### src/rtl/axi4lite_pkg.sv
// Shared AXI4-lite response codes, word types, FSM state encodings and the byte-strobe merge.
// Types and one function only, so there is no latency or backpressure.
package axi4lite_pkg;

  typedef logic [1:0]  axi_resp_t;
  typedef logic [31:0] axi_word_t;

  localparam axi_resp_t RESP_OKAY   = 2'b00;
  localparam axi_resp_t RESP_SLVERR = 2'b10;

  typedef enum logic {W_IDLE, W_RESP} wr_state_t;
  typedef enum logic {R_IDLE, R_DATA} rd_state_t;

  function automatic axi_word_t strb_merge(input axi_word_t old_w, input axi_word_t new_w,
                                           input logic [3:0] strb);
    axi_word_t m;
    for (int b = 0; b < 4; b++) begin
      m[8*b +: 8] = strb[b] ? new_w[8*b +: 8] : old_w[8*b +: 8];
    end
    return m;
  endfunction

endpackage

### src/rtl/axi4lite_regfile_core.sv
// Register array with byte-strobe writes, a read-only ID slot and a combinational read port.
// Writes land on the clock edge and the strobe pulse follows in the next cycle; there is no backpressure.
module axi4lite_regfile_core
  import axi4lite_pkg::*;
#(
  parameter int unsigned NUM_REGS = 16,
  parameter axi_word_t   ID_VALUE = 32'hA41C_0001
) (
  input  logic                          i_clk,
  input  logic                          i_rst,
  input  logic                          i_we,
  input  logic [$clog2(NUM_REGS)-1:0]   i_widx,
  input  axi_word_t                     i_wdata,
  input  logic [3:0]                    i_wstrb,
  input  logic [$clog2(NUM_REGS)-1:0]   i_ridx,
  output axi_word_t                     o_rdata,
  output logic [NUM_REGS*32-1:0]        o_regs,
  output logic [NUM_REGS-1:0]           o_wr_stb
);

  localparam int unsigned IDX_W = $clog2(NUM_REGS);
  localparam logic [IDX_W-1:0] ID_IDX = IDX_W'(NUM_REGS - 1);

  axi_word_t           r_regs [NUM_REGS];
  logic [NUM_REGS-1:0] r_wr_stb;

  // The ID slot also clears in reset so the flat register output reads zero until reset is released.
  always_ff @(posedge i_clk) begin
    if (i_rst) begin
      for (int k = 0; k < NUM_REGS; k++) r_regs[k] <= '0;
      r_wr_stb <= '0;
    end else begin
      r_wr_stb       <= '0;
      r_regs[ID_IDX] <= ID_VALUE;
      if (i_we && (i_widx != ID_IDX)) begin
        r_regs[i_widx] <= strb_merge(r_regs[i_widx], i_wdata, i_wstrb);
        if (|i_wstrb) r_wr_stb[i_widx] <= 1'b1;
      end
    end
  end

  assign o_rdata  = (i_ridx == ID_IDX) ? ID_VALUE : r_regs[i_ridx];
  assign o_wr_stb = r_wr_stb;

  for (genvar g = 0; g < NUM_REGS; g++) begin : g_flat
    assign o_regs[32*g +: 32] = r_regs[g];
  end

endmodule

### src/rtl/axi4lite_reg_slave.sv
// AXI4-lite register slave: independent write (AW+W -> B) and read (AR -> R) FSMs over a register bank.
// Writes respond 1 cycle after both AW and W are held and reads respond 1 cycle after AR; B and R hold until ready.
module axi4lite_reg_slave
  import axi4lite_pkg::*;
#(
  parameter axi_word_t   BASE_ADDR = 32'h0000_0000,
  parameter int unsigned NUM_REGS  = 16,
  parameter axi_word_t   ID_VALUE  = 32'hA41C_0001
) (
  input  logic                   s_axi_aclk,
  input  logic                   s_axi_areset,
  input  logic [31:0]            s_axi_awaddr,
  input  logic                   s_axi_awvalid,
  output logic                   s_axi_awready,
  input  logic [31:0]            s_axi_wdata,
  input  logic [3:0]             s_axi_wstrb,
  input  logic                   s_axi_wvalid,
  output logic                   s_axi_wready,
  output logic [1:0]             s_axi_bresp,
  output logic                   s_axi_bvalid,
  input  logic                   s_axi_bready,
  input  logic [31:0]            s_axi_araddr,
  input  logic                   s_axi_arvalid,
  output logic                   s_axi_arready,
  output logic [31:0]            s_axi_rdata,
  output logic [1:0]             s_axi_rresp,
  output logic                   s_axi_rvalid,
  input  logic                   s_axi_rready,
  output logic [NUM_REGS*32-1:0] reg_out,
  output logic [NUM_REGS-1:0]    reg_wr_stb
);

  localparam int unsigned      IDX_W  = $clog2(NUM_REGS);
  localparam axi_word_t        SPAN   = axi_word_t'(NUM_REGS * 4);
  localparam logic [IDX_W-1:0] ID_IDX = IDX_W'(NUM_REGS - 1);

  wr_state_t        r_wstate, w_wstate_nxt;
  rd_state_t        r_rstate, w_rstate_nxt;
  logic             r_live;
  logic             r_aw_held, r_w_held;
  axi_word_t        r_awaddr, r_wdata;
  logic [3:0]       r_wstrb;
  axi_resp_t        r_bresp, r_rresp;
  axi_word_t        r_rdata;

  logic             w_aw_hs, w_w_hs, w_ar_hs, w_commit;
  axi_word_t        w_aw_off, w_ar_off, w_core_rdata;
  logic             w_aw_in, w_ar_in, w_aw_wr_ok;
  logic [IDX_W-1:0] w_aw_idx, w_ar_idx;

  // addr[1:0] drops out in the shift; range is checked on the full offset so wrap-around is SLVERR.
  assign w_aw_off   = r_awaddr - BASE_ADDR;
  assign w_aw_in    = w_aw_off < SPAN;
  assign w_aw_idx   = IDX_W'(w_aw_off >> 2);
  assign w_aw_wr_ok = w_aw_in && (w_aw_idx != ID_IDX);
  assign w_ar_off   = s_axi_araddr - BASE_ADDR;
  assign w_ar_in    = w_ar_off < SPAN;
  assign w_ar_idx   = IDX_W'(w_ar_off >> 2);

  // r_live keeps every ready low through reset and for the first edge after it.
  assign s_axi_awready = r_live && !r_aw_held && (r_wstate == W_IDLE);
  assign s_axi_wready  = r_live && !r_w_held  && (r_wstate == W_IDLE);
  assign s_axi_arready = r_live && (r_rstate == R_IDLE);
  assign s_axi_bvalid  = (r_wstate == W_RESP);
  assign s_axi_rvalid  = (r_rstate == R_DATA);
  assign s_axi_bresp   = r_bresp;
  assign s_axi_rresp   = r_rresp;
  assign s_axi_rdata   = r_rdata;

  assign w_aw_hs = s_axi_awvalid && s_axi_awready;
  assign w_w_hs  = s_axi_wvalid  && s_axi_wready;
  assign w_ar_hs = s_axi_arvalid && s_axi_arready;

  always_ff @(posedge s_axi_aclk) begin
    if (s_axi_areset) begin
      r_wstate <= W_IDLE;
      r_rstate <= R_IDLE;
    end else begin
      r_wstate <= w_wstate_nxt;
      r_rstate <= w_rstate_nxt;
    end
  end

  always_comb begin
    w_wstate_nxt = r_wstate;
    w_commit     = 1'b0;
    case (r_wstate)
      W_IDLE: if (r_aw_held && r_w_held) begin
        w_commit     = 1'b1;
        w_wstate_nxt = W_RESP;
      end
      W_RESP: if (s_axi_bready) w_wstate_nxt = W_IDLE;
      default: w_wstate_nxt = W_IDLE;
    endcase
  end

  always_comb begin
    w_rstate_nxt = r_rstate;
    case (r_rstate)
      R_IDLE:  if (w_ar_hs) w_rstate_nxt = R_DATA;
      R_DATA:  if (s_axi_rready) w_rstate_nxt = R_IDLE;
      default: w_rstate_nxt = R_IDLE;
    endcase
  end

  always_ff @(posedge s_axi_aclk) begin
    if (s_axi_areset) begin
      r_live    <= 1'b0;
      r_aw_held <= 1'b0;
      r_w_held  <= 1'b0;
      r_awaddr  <= '0;
      r_wdata   <= '0;
      r_wstrb   <= '0;
      r_bresp   <= RESP_OKAY;
      r_rdata   <= '0;
      r_rresp   <= RESP_OKAY;
    end else begin
      r_live <= 1'b1;
      if (w_commit) begin
        r_aw_held <= 1'b0;
        r_w_held  <= 1'b0;
        r_bresp   <= w_aw_wr_ok ? RESP_OKAY : RESP_SLVERR;
      end else begin
        if (w_aw_hs) begin
          r_aw_held <= 1'b1;
          r_awaddr  <= s_axi_awaddr;
        end
        if (w_w_hs) begin
          r_w_held <= 1'b1;
          r_wdata  <= s_axi_wdata;
          r_wstrb  <= s_axi_wstrb;
        end
      end
      // Sampled before the same-edge write lands, so a colliding read sees the old value.
      if (w_ar_hs) begin
        r_rdata <= w_ar_in ? w_core_rdata : '0;
        r_rresp <= w_ar_in ? RESP_OKAY : RESP_SLVERR;
      end
    end
  end

  axi4lite_regfile_core #(
    .NUM_REGS (NUM_REGS),
    .ID_VALUE (ID_VALUE)
  ) u_core (
    .i_clk    (s_axi_aclk),
    .i_rst    (s_axi_areset),
    .i_we     (w_commit && w_aw_wr_ok),
    .i_widx   (w_aw_idx),
    .i_wdata  (r_wdata),
    .i_wstrb  (r_wstrb),
    .i_ridx   (w_ar_idx),
    .o_rdata  (w_core_rdata),
    .o_regs   (reg_out),
    .o_wr_stb (reg_wr_stb)
  );

endmodule

### config.mk
export PLATFORM = sky130hd
export DESIGN_NAME = axi4lite_reg_slave
export DESIGN_NICKNAME = d
export VERILOG_FILES = /design/src/rtl/axi4lite_pkg.sv /design/src/rtl/axi4lite_regfile_core.sv /design/src/rtl/axi4lite_reg_slave.sv
export SDC_FILE = /design/constraint.sdc
export NUM_CORES = 1
export LEC_CHECK = 0
export ABC_AREA = 1
export CORE_AREA = 2 2 261 263
export DETAILED_ROUTE_END_ITERATION = 7
export DIE_AREA = 0 0 263 265
export GPL_TIMING_DRIVEN = 1
export PLACE_DENSITY = 0.78
export SYNTH_ARGS = -nofsm -noshare
export SYNTH_HDL_FRONTEND = slang
export SYNTH_SLANG_ARGS = --single-unit
### constraint.sdc
create_clock -name s_axi_aclk -period 2.1 [get_ports s_axi_aclk]
set_clock_uncertainty 0.2 [all_clocks]
set_input_delay 0.42 -clock s_axi_aclk [delete_from_list [all_inputs] [get_ports s_axi_aclk]]
set_output_delay 0.42 -clock s_axi_aclk [all_outputs]
set_load 0.03 [all_outputs]
==> results.md <==
- Switch share: 27.20%
- Reg-to-reg slack, setup: -0.16 ns
- Share of cells above drive strength 1: between 20% and 30%
- Wire length on met2: around 53000 um
- Min-Delay Path Depth: 3
- CP delay by family, top: buffers and inverters
- Net load switching power: 8.575 mW
- Chip width: around 260 um
- Hold_buf cts: 0
- Total power: 31.52 mW
- Routed length on met3: ~17000 um
- Post-DP HPWL: between 80000 and 90000 um
- Max cap viols: 0
- RSZ-0062 raised after global routing: yes
- Synth Area in Compound Gates: 5.340%
- Power Density: 737.3 mW/mm^2
- Synth Area in Simple Gates: 27.61%
- Worst path slowest cell: dfxtp_2
- Mux share of post-synthesis cell area: 0%
- Reg clk slew, reported paths: approximately 0.060 ns
- Distinct cells, synth: 25
- 1st-pass router iterations: 6
- Syn-to-layout area delta: 52.09%
- Hold Path Origin: s_axi_awaddr[8]
- HP Class: input pin to flop
- Setup ws final: -0.2150 ns
- Synthesis Warnings: 0
- Initial Utilization: 42.09%
- Logic pwr share: 14.4%
- Highest routing layer actually used: met4
- WHS Endpoint: r_awaddr[8]
- Filler cells: 5251
- Worst path most repeated cell: buf_12
- Failing checks: setup timing
- Final WL: 119500 um
- Crit share post-route: 110.2%
- Total track usage: 32.72%
- Max clock buf depth: 3
- Initial antenna violation count: 3
- Ports: 676
- Worst Tran Pin Value: 1.187 ns
- RR Startpoint: r_awaddr[14]
- Post-synth EDFFs: 480
- Final core utilization: 64.01%
- Post-synthesis async set-or-reset flop share: 0%
- Largest family of logic cells by synthesized area: simple AND/OR/NAND/NOR gates
- Status: complete, but fails checks
- Critical path launch point: r_live
- Vias per cell: about 5.6
- Port Buf Inserts: ~670
- Total global routing overflow: 0
- # setup viols final: 626
- Worst Reg-to-Reg Cells: 9
- Mapped Cells: 2952
- Initial DRC count: ~3700
- TritonCTS clock tree: built
- Seq/Total Area, Yosys: between 60% and 70%
- Via count: 26900
- R2R Path End: u_core.r_regs[14][31]
- Post-route antenna net violation count: 0
- Startpoint types: flop
- Synth Area in XOR/XNOR: 0%
- Internal Power: approximately 23 mW
- Setup CP Type: flop to output port
- Worst-skew pair later-pin latency: between 0.6 and 0.7 ns
- Crit path cell chain: clkinvlp_4, buf_12, nor3_4, buf_6, buf_12
- Critical path capture point type: output port
- Worst EP required: roughly 1.5 ns
- Routed len/inst: about 25 um
- Fraction of the mapped netlist area in adder cells: 0%
- # rows: 95
- Leakage: 17.62 nW
- Fmax: between 400 and 500 MHz
- Root buffer cell: clkbuf_16
- DIE AREA: 0.06970 mm^2
- Register area: 0.01748 mm^2
- Min cycle time layout: about 2.3 ns
- Final Hold Violating Endpoints: 0
- Die extent in y: 265 um
- CTS buffer count: 70
- CP arrival: 1.69 ns
- Netlist Area Pre-Place: 0.02811 mm^2
- Max Slew Vio Count: 0
- H-tree lvl count: 3
- Clock power frac: about two fifths
- Placer Congestion: 1.020
- Synthesized area per cell: 9.524 um^2
- Most used DFF post-synth: edfxtp_1
- Clock sink total: between 600 and 700
- DRC: 0
- CP peak stage delay: about 0.35 ns
- Largest net degree at the start of global routing: 47
- Number of stages on the worst setup path: 5
- Vias in the first global route: 24640
- First-pass GRT wire length: 166700 um
- Core area: 0.06680 mm^2
- VDD IR-drop max: 0.6381 mV
- FF+latch count, synth: 633
- Wire length on met1: 43800 um
- Reg power frac: 45.1%
- Nets: 3983
- Buf/Inv on CP: 4
- Multi-input logic area: 0.01101 mm^2
- Max-Slew Margin vs Limit: 20.76%
- Worst Path Max Fanout: 2
==> Yosys cell counts, types with 4 or more instances <==
library cell  count  share of area, %
a21oi_1         110               2.0
buf_1             8              0.11
buf_2            62               1.1
buf_4             4              0.11
buf_8             6              0.32
clkbuf_1        108               1.4
dfxtp_1         153                11
edfxtp_1        480                51
inv_1           128               1.7
inv_2             6             0.080
nand2_1         637               8.5
nand3_1         184               3.3
nand3b_1         10              0.27
nand4_1           4             0.089
nand4_4          59               4.5
nor2_1          807                11
nor3_1            5             0.089
o211ai_1         25              0.67
o21ai_0         150               2.7
==> timing repair <==
action,CTS,global route
cloned,1,0
setup buffers,11,1
endpoints found under the setup margin,1432,1008
pin swaps,5,14
gates resized for setup,887,367
==> tightest hold or removal path, cell delays in order <==
cell and delay, ns:
clkdlybuf4s50_1 0.39, o21ai_0 0.15, nor2_1 0.04
==> sequential cells by signal, summed over array words and instances, names as in the netlist <==
signal / cells
u_core.r_regs: 512
r_wdata: 32
s_axi_rdata: 32
r_awaddr: 30
u_core.o_wr_stb: 16
r_wstrb: 4
r_aw_held: 1
r_live: 1
r_w_held: 1
s_axi_bresp: 1
s_axi_bvalid: 1
s_axi_rresp: 1
s_axi_rvalid: 1
==> placed cells by master, fill, tap and decap left out, types with 102 or more instances in the layout <==
cell type	count
a21oi_1	110
buf_12	102
buf_4	188
dfxtp_1	150
dlygate4sd2_1	479
edfxtp_1	480
inv_1	126
nand2_1	577
nand3_1	182
nor2_1	612
nor2_4	148
o21ai_0	150
==> routing by layer <==
metal | vias up | track usage (%)
met5 | - | 0
met4 | 0 | 14.55
met3 | 399 | 10.61
met2 | 2110 | 49.65
met1 | 12740 | 42.88
li1 | 11660 | -
==> worst max-delay path by stage <==
stage | endpoint | slack (ns)
4_1_cts | s_axi_awready | -0.29
5_1_grt | s_axi_awready | -0.25
3_5_place_dp | s_axi_rdata[3] | -0.62
2_1_floorplan | u_core.r_regs[0][10] | -0.06
6_report | s_axi_awready | -0.21
3_3_place_gp | s_axi_rdata[11] | -0.55
==> per-stage QoR <==
step	instance area [um^2]	cells	setup TNS (ns)	setup slack, ns	hold WS, ns
final	42760	4809	-39.33	-0.2150	0.2260
after global routing	42750	4807	-99.02	-0.2478	0.2524
after CTS	41510	4814	-32.10	-0.2930	0.1980
after detailed placement	38870	4675	-88.69	-0.6170	0.2449
after global placement	38870	4675	-55.04	-0.5522	0.2387
after floorplan	28270	2979	-21.55	-0.06361	0.2557
==> layout make-up <==
type,count,area share (%)
clock inverter,37,1.027
antenna,4,0.02341
multi-input combinational,2024,25.74
inverter,134,1.214
sequential,633,40.88
tap,873,2.555
timing repair buffer,1013,24.05
clock buffer,91,4.501
==> cell families after synthesis <==
logic type,count (synthesis)
compound gates,286
other cells,1
buf+inv,322
simple gates,1710
flops,633
==> power groups by stage <==
stage	logic [mW]	clock network [mW]	registers (mW)
finish	4.56	12.8	14.2
global route	4.75	13.3	14.2
CTS	4.35	12.8	14.2
detailed placement	4.48	0	14.5
global placement	4.44	0	14.5
floorplan	1.43	0	15.1
No activity file was read; power rests on OpenSTA's default activity.
